$ cat config.mk
export PLATFORM = sky130hd
export DESIGN_NAME = sync_fifo_param
export DESIGN_NICKNAME = d
export VERILOG_FILES = /design/src/rtl/fifo_pkg.sv /design/src/rtl/fifo_mem.sv /design/src/rtl/sync_fifo_param.sv
export SDC_FILE = /design/constraint.sdc
export NUM_CORES = 1
export LEC_CHECK = 0
export ABC_CLOCK_PERIOD_IN_PS = 8890
export CORE_MARGIN = 10
export CORE_UTILIZATION = 50
export DETAILED_ROUTE_END_ITERATION = 7
export GPL_ROUTABILITY_DRIVEN = 0
export PLACE_DENSITY = 0.68
export REMOVE_ABC_BUFFERS = 1
export SYNTH_ARGS = -nofsm -noshare
export SYNTH_HDL_FRONTEND = slang
export SYNTH_HIERARCHICAL = 1
export SYNTH_SLANG_ARGS = --single-unit
$ cat constraint.sdc
create_clock -name clk -period 8.89 [get_ports clk]
set_input_delay 2.2225 -clock clk [delete_from_list [all_inputs] [get_ports clk]]
set_output_delay 2.2225 -clock clk [all_outputs]
set_load 0.01 [all_outputs]
$ cat src/rtl/fifo_pkg.sv
// Shared FIFO types and default sizing constants.
package fifo_pkg;

  typedef enum logic {MODE_STD, MODE_FWFT} fifo_mode_e;

  localparam int FIFO_DATA_W_DEF = 8;
  localparam int FIFO_DEPTH_DEF  = 16;

endpackage

$ cat src/rtl/fifo_mem.sv
// DEPTH x DATA_W simple dual-port storage: synchronous write, asynchronous read.
module fifo_mem #(
  parameter int DATA_W = 8,
  parameter int DEPTH  = 16,
  localparam int AW    = (DEPTH > 1) ? $clog2(DEPTH) : 1
) (
  input  logic              clk,
  input  logic              we,
  input  logic [AW-1:0]     waddr,
  input  logic [DATA_W-1:0] wdata,
  input  logic [AW-1:0]     raddr,
  output logic [DATA_W-1:0] rdata
);

  logic [DATA_W-1:0] mem_q [DEPTH];

  always_ff @(posedge clk) begin
    if (we) mem_q[waddr] <= wdata;
  end

  assign rdata = mem_q[raddr];

endmodule

$ cat src/rtl/sync_fifo_param.sv
// Single-clock parametrised FIFO with thresholds, occupancy count, sticky
// error flags and a selectable registered or first-word-fall-through read.
module sync_fifo_param
  import fifo_pkg::*;
#(
  parameter int         DATA_W    = FIFO_DATA_W_DEF,
  parameter int         DEPTH     = FIFO_DEPTH_DEF,
  parameter int         AF_THRESH = DEPTH - 2,
  parameter int         AE_THRESH = 2,
  parameter fifo_mode_e MODE      = MODE_STD,
  localparam int        CNT_W     = $clog2(DEPTH + 1)
) (
  input  logic              clk,
  input  logic              rst,
  input  logic [DATA_W-1:0] data_in,
  input  logic              push,
  output logic              full,
  output logic              almost_full,
  output logic [DATA_W-1:0] data_out,
  input  logic              pop,
  output logic              empty,
  output logic              almost_empty,
  output logic [CNT_W-1:0]  count,
  output logic              overflow,
  output logic              underflow
);

  localparam int AW = $clog2(DEPTH);

  logic [AW-1:0]     wr_ptr_q, wr_ptr_d;
  logic [AW-1:0]     rd_ptr_q, rd_ptr_d;
  logic [CNT_W-1:0]  count_q, count_d;
  logic              ovf_q, ovf_d;
  logic              unf_q, unf_d;
  logic [DATA_W-1:0] dout_q, dout_d;
  logic [DATA_W-1:0] mem_rdata;
  logic              wr_en, rd_en;

  // Explicit wrap compare keeps non-power-of-two depths correct.
  function automatic logic [AW-1:0] ptr_next(input logic [AW-1:0] p);
    return (p == AW'(DEPTH - 1)) ? '0 : p + 1'b1;
  endfunction

  assign full         = (count_q == CNT_W'(DEPTH));
  assign empty        = (count_q == '0);
  assign almost_full  = (count_q >= CNT_W'(AF_THRESH));
  assign almost_empty = (count_q <= CNT_W'(AE_THRESH));
  assign count        = count_q;
  assign overflow     = ovf_q;
  assign underflow    = unf_q;

  assign wr_en = push && !full;
  assign rd_en = pop && !empty;

  always_comb begin
    wr_ptr_d = wr_ptr_q;
    rd_ptr_d = rd_ptr_q;
    count_d  = count_q;
    ovf_d    = ovf_q | (push && full);
    unf_d    = unf_q | (pop && empty);
    dout_d   = dout_q;
    if (wr_en) wr_ptr_d = ptr_next(wr_ptr_q);
    if (rd_en) begin
      rd_ptr_d = ptr_next(rd_ptr_q);
      dout_d   = mem_rdata;
    end
    case ({wr_en, rd_en})
      2'b10:   count_d = count_q + CNT_W'(1);
      2'b01:   count_d = count_q - CNT_W'(1);
      default: count_d = count_q;
    endcase
  end

  always_ff @(posedge clk) begin
    if (rst) begin
      wr_ptr_q <= '0;
      rd_ptr_q <= '0;
      count_q  <= '0;
      ovf_q    <= 1'b0;
      unf_q    <= 1'b0;
      dout_q   <= '0;
    end else begin
      wr_ptr_q <= wr_ptr_d;
      rd_ptr_q <= rd_ptr_d;
      count_q  <= count_d;
      ovf_q    <= ovf_d;
      unf_q    <= unf_d;
      dout_q   <= dout_d;
    end
  end

  // Reset must also block the array write so a push during reset is lost.
  fifo_mem #(
    .DATA_W (DATA_W),
    .DEPTH  (DEPTH)
  ) u_mem (
    .clk   (clk),
    .we    (wr_en && !rst),
    .waddr (wr_ptr_q),
    .wdata (data_in),
    .raddr (rd_ptr_q),
    .rdata (mem_rdata)
  );

  assign data_out = (MODE == MODE_FWFT) ? mem_rdata : dout_q;

endmodule

==> results of run 1 <==
[placed cells by master, fill, tap and decap left out, types with 2 or more instances in the layout]
cell             instances
clkbuf_16               17
a21oi_2                  6
edfxtp_1               128
mux4_2                  18
clkinv_1                 3
clkdlybuf4s50_1         30
mux4_1                  14
buf_4                    5
nand2_1                 36
nor4_1                   2
clkinv_2                 2
clkinvlp_4               2
inv_1                    3
bufinv_16                4
nor2_1                  25
o211ai_1                 2
nor3_1                   6
a21oi_1                 16
and3_1                   2
clkbuf_1                 3
a22oi_1                 16
xor2_1                   3
dfxtp_1                 22
nand3b_1                 3
ha_1                     6
nand3_1                  3
a31oi_1                  2
nand2b_1                 2
[layout make-up]
| class | count | area, um2 | share of cell area [%] |
|---|---|---|---|
| Sequential cell | 151 | 4305 | 60.74 |
| Tap cell | 147 | 183.9 | 2.595 |
| Clock buffer | 20 | 436.7 | 6.161 |
| Timing Repair Buffer | 35 | 337.8 | 4.766 |
| Multi-Input combinational cell | 180 | 1653 | 23.32 |
| Clock inverter | 11 | 156.4 | 2.207 |
| Inverter | 4 | 15.01 | 0.2118 |
[metrics by stage]
| stage | power, mW | setup slack [ns] | instance area [um2] | util [%] | cells |
|---|---|---|---|---|---|
| detailed placement | 1.349 | 3.539 | 6495 | 54.30 | 517 |
| floorplan | 1.169 | 4.546 | 5972 | - | 335 |
| finish | 2.049 | 3.917 | 7088 | 59.26 | 548 |
| global placement | 1.342 | 3.685 | 6495 | 54.30 | 517 |
| CTS | 2.071 | 3.973 | 7088 | 59.26 | 548 |
| global route | 2.140 | 3.724 | 7088 | 59.26 | 548 |
[logic make-up (layout without fill, tap and decap cells)]
logic type / Yosys count / in the layout / synth area share, %
adder cells (fa/ha/maj): 7 / 7 / 1.561
multiplexers: 33 / 33 / 12.86
AO/OA/AOI/OAI: 49 / 49 / 5.607
XOR/XNOR: 4 / 4 / 0.5752
flip-flops: 151 / 151 / 70.65
AND/OR/NAND/NOR: 87 / 87 / 6.531
buffers and inverters: 20 / 70 / 2.218
[power by group]
group	switching (mW)	internal, mW
clock	0.255	0.463
sequential	0.0355	0.806
combinational	0.248	0.241
total	0.539	1.51
[flip-flops by register name (all words and copies together) (netlist names)]
| signal | count |
|---|---|
| data_out | 8 |
| wr_ptr_q | 4 |
| count | 5 |
| rd_ptr_q | 4 |
| u_mem/mem_q | 128 |
| overflow | 1 |
| underflow | 1 |
[worst max-delay path: stages]
cell and delay (ns):
clkdlybuf4s50_1 0.50, a21boi_0 0.42, inv_1 0.20, nor2_1 0.23, or3b_2 0.52, nor3_1 0.91
[path summary, 6_finish.rpt]
check,endpoint,slack [ns],cells after the start
setup / recovery,u_mem/mem_q[0][7],3.92,6
hold / removal,data_out[2],0.46,2
setup reg to reg,u_mem/mem_q[0][7],5.62,6
hold reg to reg,data_out[2],0.46,2
[per-layer routing]
metal	routed length, um	global-route usage (%)	up-vias
met1	5253	20.32	1685
met4	106	5.428	0
met3	776	4.956	10
met2	5834	22.65	109
met5	0	0	-
li1	-	-	1480
==> metrics.cfg, run 1 <==
[logic_synthesis]
synth_enable_flop_cells = 128
ys_ff_latch = 151
ys_warn_count = 6
yosys-top-cells-area = edfxtp_1, dfxtp_1, mux4_2
ys.flop_type = edfxtp_1
yosysMostFrequentCell = edfxtp_1
ys_top_cells_by_count = edfxtp_1, nand2_1, nor2_1
synth_area_leader_cell = edfxtp_1
synth_area_per_cell_um2 = 17.36
netlist_area_um2 = 6092
async_reset_ff_share_pct = 0
seq_area_frac_synth_pct = 70.65
synth_top_cell_area_share_pct = 63.09
synthDistinctLibCells = 45
synth_cells = 351

[hold_path]
min-delay-start = data_out[2]
hp-class = register to register

[global_routing]
grtUsageTotal_pct = 15.12
grt.overflow.total = 0
grt_max_degree = 38
grt_first_pass_wirelength_mm = 18.60
grt_pass1_vias = 3178
antenna_found_initial = 0

[clock_tree]
cts-root-buf = clkbuf_16
hold_buffers = 0
htreeDepth = 4
cts_tree = yes
insertion_delay_ns = 0.42
cts_buffer_depth = 2
clk_pin_slew_ns = 0.06
post_cts_resized = 0
clock_sinks = 151
post_cts_buffers = 0
numCtsBuffers = 17

[routing]
postRouteAntennaNets = 0
avgRoutedWirePerCell_um = 21.84
first_pass_iters = 5
drcViolationCount = 0
avgViaCountPerCell = 5.993
drt_iter0_markers = 310
vias = 3284
routed_wirelength_mm = 11.97

[floorplanning]
die_h_um = 130.4
core_um2 = 11960
rows = 40
die_area_um2 = 17000
die_w_um = 130.4
ios = 31
initial_core_util_pct = 50.93

[sta]
skew_ns = 0.008585
drv_slew = 0
period_share_pct = 55.94
worst_pin_slew_ns = 1.291
hold_ws_ns = 0.4587
grt_setup_unrepaired = no
setup_viol = 0
fmax_ghz = 0.2011
max_slew_margin_pct = 13.26
hold_viol_final = 0
final.setup.tns_ns = 0
min_period_ns = 4.973

[pwr]
p_leak_nw = 2.300
peakVddDrop_v = 0.0001939
powerDensity_nw_per_um2 = 289.0

[critical_path]
path_class = input port to register
required_ns = 8.92
critical_path.max_fanout = 8
worstSetupStartpoint = push
cp-start-kind = input port
cp.arrival_ns = 5.00
worst_setup_path_end_kind = register
reg2reg_from = count[1]

[final_layout]
drive_gt1_share_pct = 14.71
fin_nets = 408
fill_cells = 906
syn_to_final_growth_pct = 16.35
antenna-diode-count = 0

[run_status]
status = completed

[placed_design]
dp_hpwl_mm = 7.416
io_buffers = 30

[job]
cap_violations = 0

(Power assumes the default switching activity.)
==> run 2: changes to the inputs <==
--- a/config.mk
+++ b/config.mk
@@ -5,12 +5,12 @@
 export SDC_FILE = /design/constraint.sdc
 export NUM_CORES = 1
 export LEC_CHECK = 0
-export ABC_CLOCK_PERIOD_IN_PS = 8890
+export ABC_CLOCK_PERIOD_IN_PS = 4100
 export CORE_MARGIN = 10
 export CORE_UTILIZATION = 50
 export DETAILED_ROUTE_END_ITERATION = 7
 export GPL_ROUTABILITY_DRIVEN = 0
-export PLACE_DENSITY = 0.68
+export PLACE_DENSITY = 0.71
 export REMOVE_ABC_BUFFERS = 1
 export SYNTH_ARGS = -nofsm -noshare
 export SYNTH_HDL_FRONTEND = slang
==> constraint.sdc (replaced) <==
create_clock -name clk -period 4.1 [get_ports clk]
set_input_delay 1.025 -clock clk [delete_from_list [all_inputs] [get_ports clk]]
set_output_delay 1.025 -clock clk [all_outputs]
set_load 0.01 [all_outputs]
==> run 2 against run 1 <==
Clock power up 100%. Via count up 3.1%. Sequential power up 120%. Cell count up 3.3%. Flip-flop and latch count unchanged. Design area up 1.4%. Critical endpoint is now count[4]. Largest cell class unchanged. Largest power group unchanged. Highest routed layer unchanged.
==> metrics.cfg, run 2 (synthesis gave the netlist of run 1 again) <==
[final_layout]
multi_input_area_um2 = 1653
regArea_um2 = 4305
antenna-diode-count = 0
mostFrequentLayoutCell = edfxtp_1
largest_register_ffs = 128
fill_cells = 892
final_area_um2 = 7186
fin_nets = 425
regMostFlops = u_mem/mem_q
drive_gt1_share_pct = 19.09
syn_to_final_growth_pct = 17.95
final_cell_mix = edfxtp_1, nand2_1, clkdlybuf4s50_1

[sta]
hold_viol_final = 0
fmax_ghz = 0.2919
grt_setup_unrepaired = no
skew_ns = 0.003594
period_share_pct = 83.55
final.setup.tns_ns = 0
max_slew_margin_pct = 41.45
worst_pin_slew_ns = 0.8770
setup_viol = 0
drv_slew = 0
min_period_ns = 3.425

[critical_path]
critical_path.max_fanout = 5
crit_buf_inv = 2
crit_path_top_delay_cell = clkdlybuf4s50_1
crit_family = compound AO/OA/AOI/OAI gates
path_cells = clkdlybuf4s50_1 > a21boi_0 > inv_1 > ha_1 > ha_1 > a21oi_1 > a21oi_1 > or4_1 > a21oi_1
cp.arrival_ns = 3.78
worst_setup_path_end_kind = register
required_ns = 4.45
critPathMostFrequentCell = a21oi_1
cp-start-kind = input port
slowest_delay_ns = 0.51
path_class = input port to register

[global_routing]
grt_max_degree = 26
grt_pass1_vias = 3434
antenna_found_initial = 0
grt_first_pass_wirelength_mm = 19.20
grtUsageTotal_pct = 15.64
grt.overflow.total = 0

[floorplanning]
die_area_um2 = 17000
die_w_um = 130.4
ios = 31
initial_core_util_pct = 50.93
rows = 40
die_h_um = 130.4
core_um2 = 11960

[job]
cap_violations = 0

[pwr]
peakVddDrop_v = 0.0003553
p_leak_nw = 2.385
powerDensity_nw_per_um2 = 611.3
power.share.clock_pct = 33.5
power_frac_seq_pct = 43.0
switching_share_pct = 27.79
power_frac_comb_pct = 23.5
p_int_mw = 3.172
switching_power_mw = 1.221

[clock_tree]
hold_buffers = 0
post_cts_buffers = 0
clock_sinks = 151
htreeDepth = 4
numCtsBuffers = 17
cts-root-buf = clkbuf_16
cts_buffer_depth = 2
cts_tree = yes
clk_pin_slew_ns = 0.06
post_cts_resized = 0
insertion_delay_ns = 0.42

[routing]
routed_wirelength_mm = 12.39
drt_iter0_markers = 323
drcViolationCount = 0
avgViaCountPerCell = 5.981
first_pass_iters = 5
avgRoutedWirePerCell_um = 21.90
vias = 3385
postRouteAntennaNets = 0

[placed_design]
placed_area_um2 = 6623
io_buffers = 30
dp_hpwl_mm = 8.241

[hold_path]
hp-class = register to register

[run_status]
status = completed

## run 2: cell count changes in the layout (fill, tap and decap cells not counted), sizes merged
cell | previous run | this run
buf | 5 | 22
clkbuf | 20 | 18
clkinv | 5 | 9
inv | 4 | 5
bufinv | 4 | 2
## run 2: cell type report
class,count,area share (%)
sequential,151,59.92
multi-input combinational,180,23.00
timing repair buffer,52,6.477
clock buffer,18,5.972
tap,147,2.560
clock inverter,14,1.863
inverter,4,0.2090
## run 2: final timing paths
| kind | end | start | slack, ns | cells after the start |
|---|---|---|---|---|
| setup / recovery | count[4] | push | 0.67 | 9 |
| hold / removal | data_out[3] | data_out[3] | 0.46 | 2 |
| setup reg to reg | count[4] | count[0] | 0.93 | 9 |
| hold reg to reg | data_out[3] | data_out[3] | 0.46 | 2 |
## run 2: metal layers
metal  vias up  GRT usage (%)  part of all wire (%)
li1       1513              -                     -
met1      1715          19.94                    41
met2       140          24.00                    48
met3        17          5.157                   9.2
met4         0          7.063                   1.7
met5         -              0                     0
## run 2: tightest hold or removal path: cells and delay by family (launching register included)
| family | cells | cell delay, ns |
|---|---|---|
| AOI/OAI and AO/OA | 1 | 0.05 |
| and+or+nand+nor | 1 | 0.05 |
| DFF | 1 | 0.31 |
## run 2: per-stage QoR
stage / power [mW] / cells / hold slack, ns / util [%] / worst slack, ns
detailed placement: 2.959 / 534 / 0.4501 / 55.37 / 0.2980
global placement: 2.928 / 534 / 0.4436 / 55.37 / 0.4921
global route: 4.603 / 566 / 0.4875 / 60.07 / 0.4160
finish: 4.393 / 566 / 0.4562 / 60.07 / 0.6746
CTS: 4.425 / 566 / 0.4580 / 60.07 / 0.7375
floorplan: 2.535 / 335 / 0.4745 / - / 0.9536
## run 2: power groups by stage
stage / Clock (mW) / Sequential (mW) / Combinational (mW)
6_report: 1.47 / 1.89 / 1.03
5_1_grt: 1.56 / 1.91 / 1.13
4_1_cts: 1.49 / 1.89 / 1.04
3_5_place_dp: 0 / 1.93 / 1.03
3_3_place_gp: 0 / 1.92 / 1.01
2_1_floorplan: 0 / 1.94 / 0.592
==> run 3: changes to the inputs <==
--- a/config.mk
+++ b/config.mk
@@ -5,7 +5,7 @@
 export SDC_FILE = /design/constraint.sdc
 export NUM_CORES = 1
 export LEC_CHECK = 0
-export ABC_CLOCK_PERIOD_IN_PS = 4100
+export ABC_CLOCK_PERIOD_IN_PS = 3150
 export CORE_MARGIN = 10
 export CORE_UTILIZATION = 50
 export DETAILED_ROUTE_END_ITERATION = 7
==> constraint.sdc (replaced) <==
create_clock -name clk -period 3.15 [get_ports clk]
set_input_delay 0.7875 -clock clk [delete_from_list [all_inputs] [get_ports clk]]
set_output_delay 0.7875 -clock clk [all_outputs]
set_load 0.01 [all_outputs]
==> run 3 against run 2 <==
Cell count rose by 1.2%. Sequential power rose by 25%. Design area rose by 1.3%. Critical path type is now register to output port.
==> metrics.cfg, run 3 (synthesis gave the netlist of run 1 again) <==
[critical_path]
worstSetupStartpoint = count[0]
path_class = register to output port
critical_path.max_fanout = 7
reg2reg_from = count[0]
worst_setup_path_end_kind = output port
cp-start-kind = register
cp.arrival_ns = 2.13
required_ns = 2.36

[final_layout]
fin_nets = 433
drive_gt1_share_pct = 20.66
largest_register_ffs = 128
mostFrequentLayoutCell = edfxtp_1
syn_to_final_growth_pct = 19.51
antenna-diode-count = 0
final_core_util_pct = 60.87
final_cell_mix = edfxtp_1, nand2_1, clkdlybuf4s50_1
regMostFlops = u_mem/mem_q
final_area_um2 = 7281

[placed_design]
dp_hpwl_mm = 7.592
io_buffers = 30
placed_area_um2 = 6695

[sta]
grt_setup_unrepaired = no
worst_pin_slew_ns = 0.6406
final.setup.tns_ns = 0
setup_viol = 0
fmax_ghz = 0.3422
period_share_pct = 92.76
drv_slew = 0
skew_ns = 0.008481
min_period_ns = 2.922
hold_viol_final = 0
max_slew_margin_pct = 57.20

[floorplanning]
core_um2 = 11960
ios = 31
rows = 40
die_w_um = 130.4
initial_core_util_pct = 50.93
die_area_um2 = 17000
die_h_um = 130.4

[routing]
routed_wirelength_mm = 11.73
vias = 3314
drcViolationCount = 0
postRouteAntennaNets = 0
first_pass_iters = 5
avgViaCountPerCell = 5.784
drt_iter0_markers = 316
avgRoutedWirePerCell_um = 20.46

[global_routing]
grtUsageTotal_pct = 14.97
grt_max_degree = 38
grt.overflow.total = 0
antenna_found_initial = 0
grt_first_pass_wirelength_mm = 18.71
grt_pass1_vias = 3340

[run_status]
status = completed

[pwr]
peakVddDrop_v = 0.0004032
power_mw = 5.853
powerDensity_nw_per_um2 = 804.0
p_leak_nw = 2.428

[hold_path]
min-delay-start = data_out[4]
hp-class = register to register

[clock_tree]
cts-root-buf = clkbuf_16
numCtsBuffers = 17
htreeDepth = 4
clk_pin_slew_ns = 0.06
cts_tree = yes
post_cts_buffers = 0
cts_buffer_depth = 2
post_cts_resized = 0
hold_buffers = 0
insertion_delay_ns = 0.43
clock_sinks = 151

[job]
cap_violations = 0

[run 3: changes by cell type in the layout (fill, tap and decap cells not counted), sizes merged]
cell      delta
buf          +8
clkinv       -4
clkinvlp     +2
bufinv       +1
[run 3: area by class of cell]
class	count	area, um2
multi-input cells	180	1653
inverters	4	15.01
clock inverters	13	156.4
repair buffers	60	538.0
clock buffers	18	429.2
well taps	147	183.9
flip-flops and latches	151	4305
fillers	838	4681
[run 3: stage by stage]
step / cells / hold slack [ns] / setup slack (ns)
CTS: 573 / 0.4534 / 0.1950
finish: 573 / 0.4511 / 0.2281
floorplan: 335 / 0.4745 / 0.2411
global route: 573 / 0.4723 / 0.1460
global placement: 542 / 0.4446 / 0.02162
detailed placement: 542 / 0.4456 / -0.02981
[run 3: critical path, stage by stage (launching register included)]
cell and delay [ns]:
dfxtp_1 0.38, or4_4 0.61, nor2_1 0.15, clkdlybuf4s50_1 0.56
[run 3: metal layers]
| metal | vias up | track usage, % | part of all wire, % |
|---|---|---|---|
| li1 | 1528 | - | - |
| met1 | 1659 | 19.38 | 43 |
| met2 | 113 | 22.41 | 47 |
| met3 | 14 | 5.077 | 8.5 |
| met4 | 0 | 6.998 | 1.9 |
| met5 | - | 0 | 0 |
[run 3: report_power, final]
group | leakage (nW) | switching (mW) | internal (mW) | total (mW)
Clock | 0.276 | 0.753 | 1.23 | 1.99
Combinational | 0.811 | 0.722 | 0.772 | 1.49
Sequential | 1.34 | 0.0997 | 2.27 | 2.37
[run 3: final timing paths]
check | endpoint | slack, ns | depth (start not counted)
setup reg to reg | count[4] | 0.36 | 9
hold / removal | data_out[4] | 0.45 | 2
hold reg to reg | data_out[4] | 0.45 | 2
setup / recovery | full | 0.23 | 3
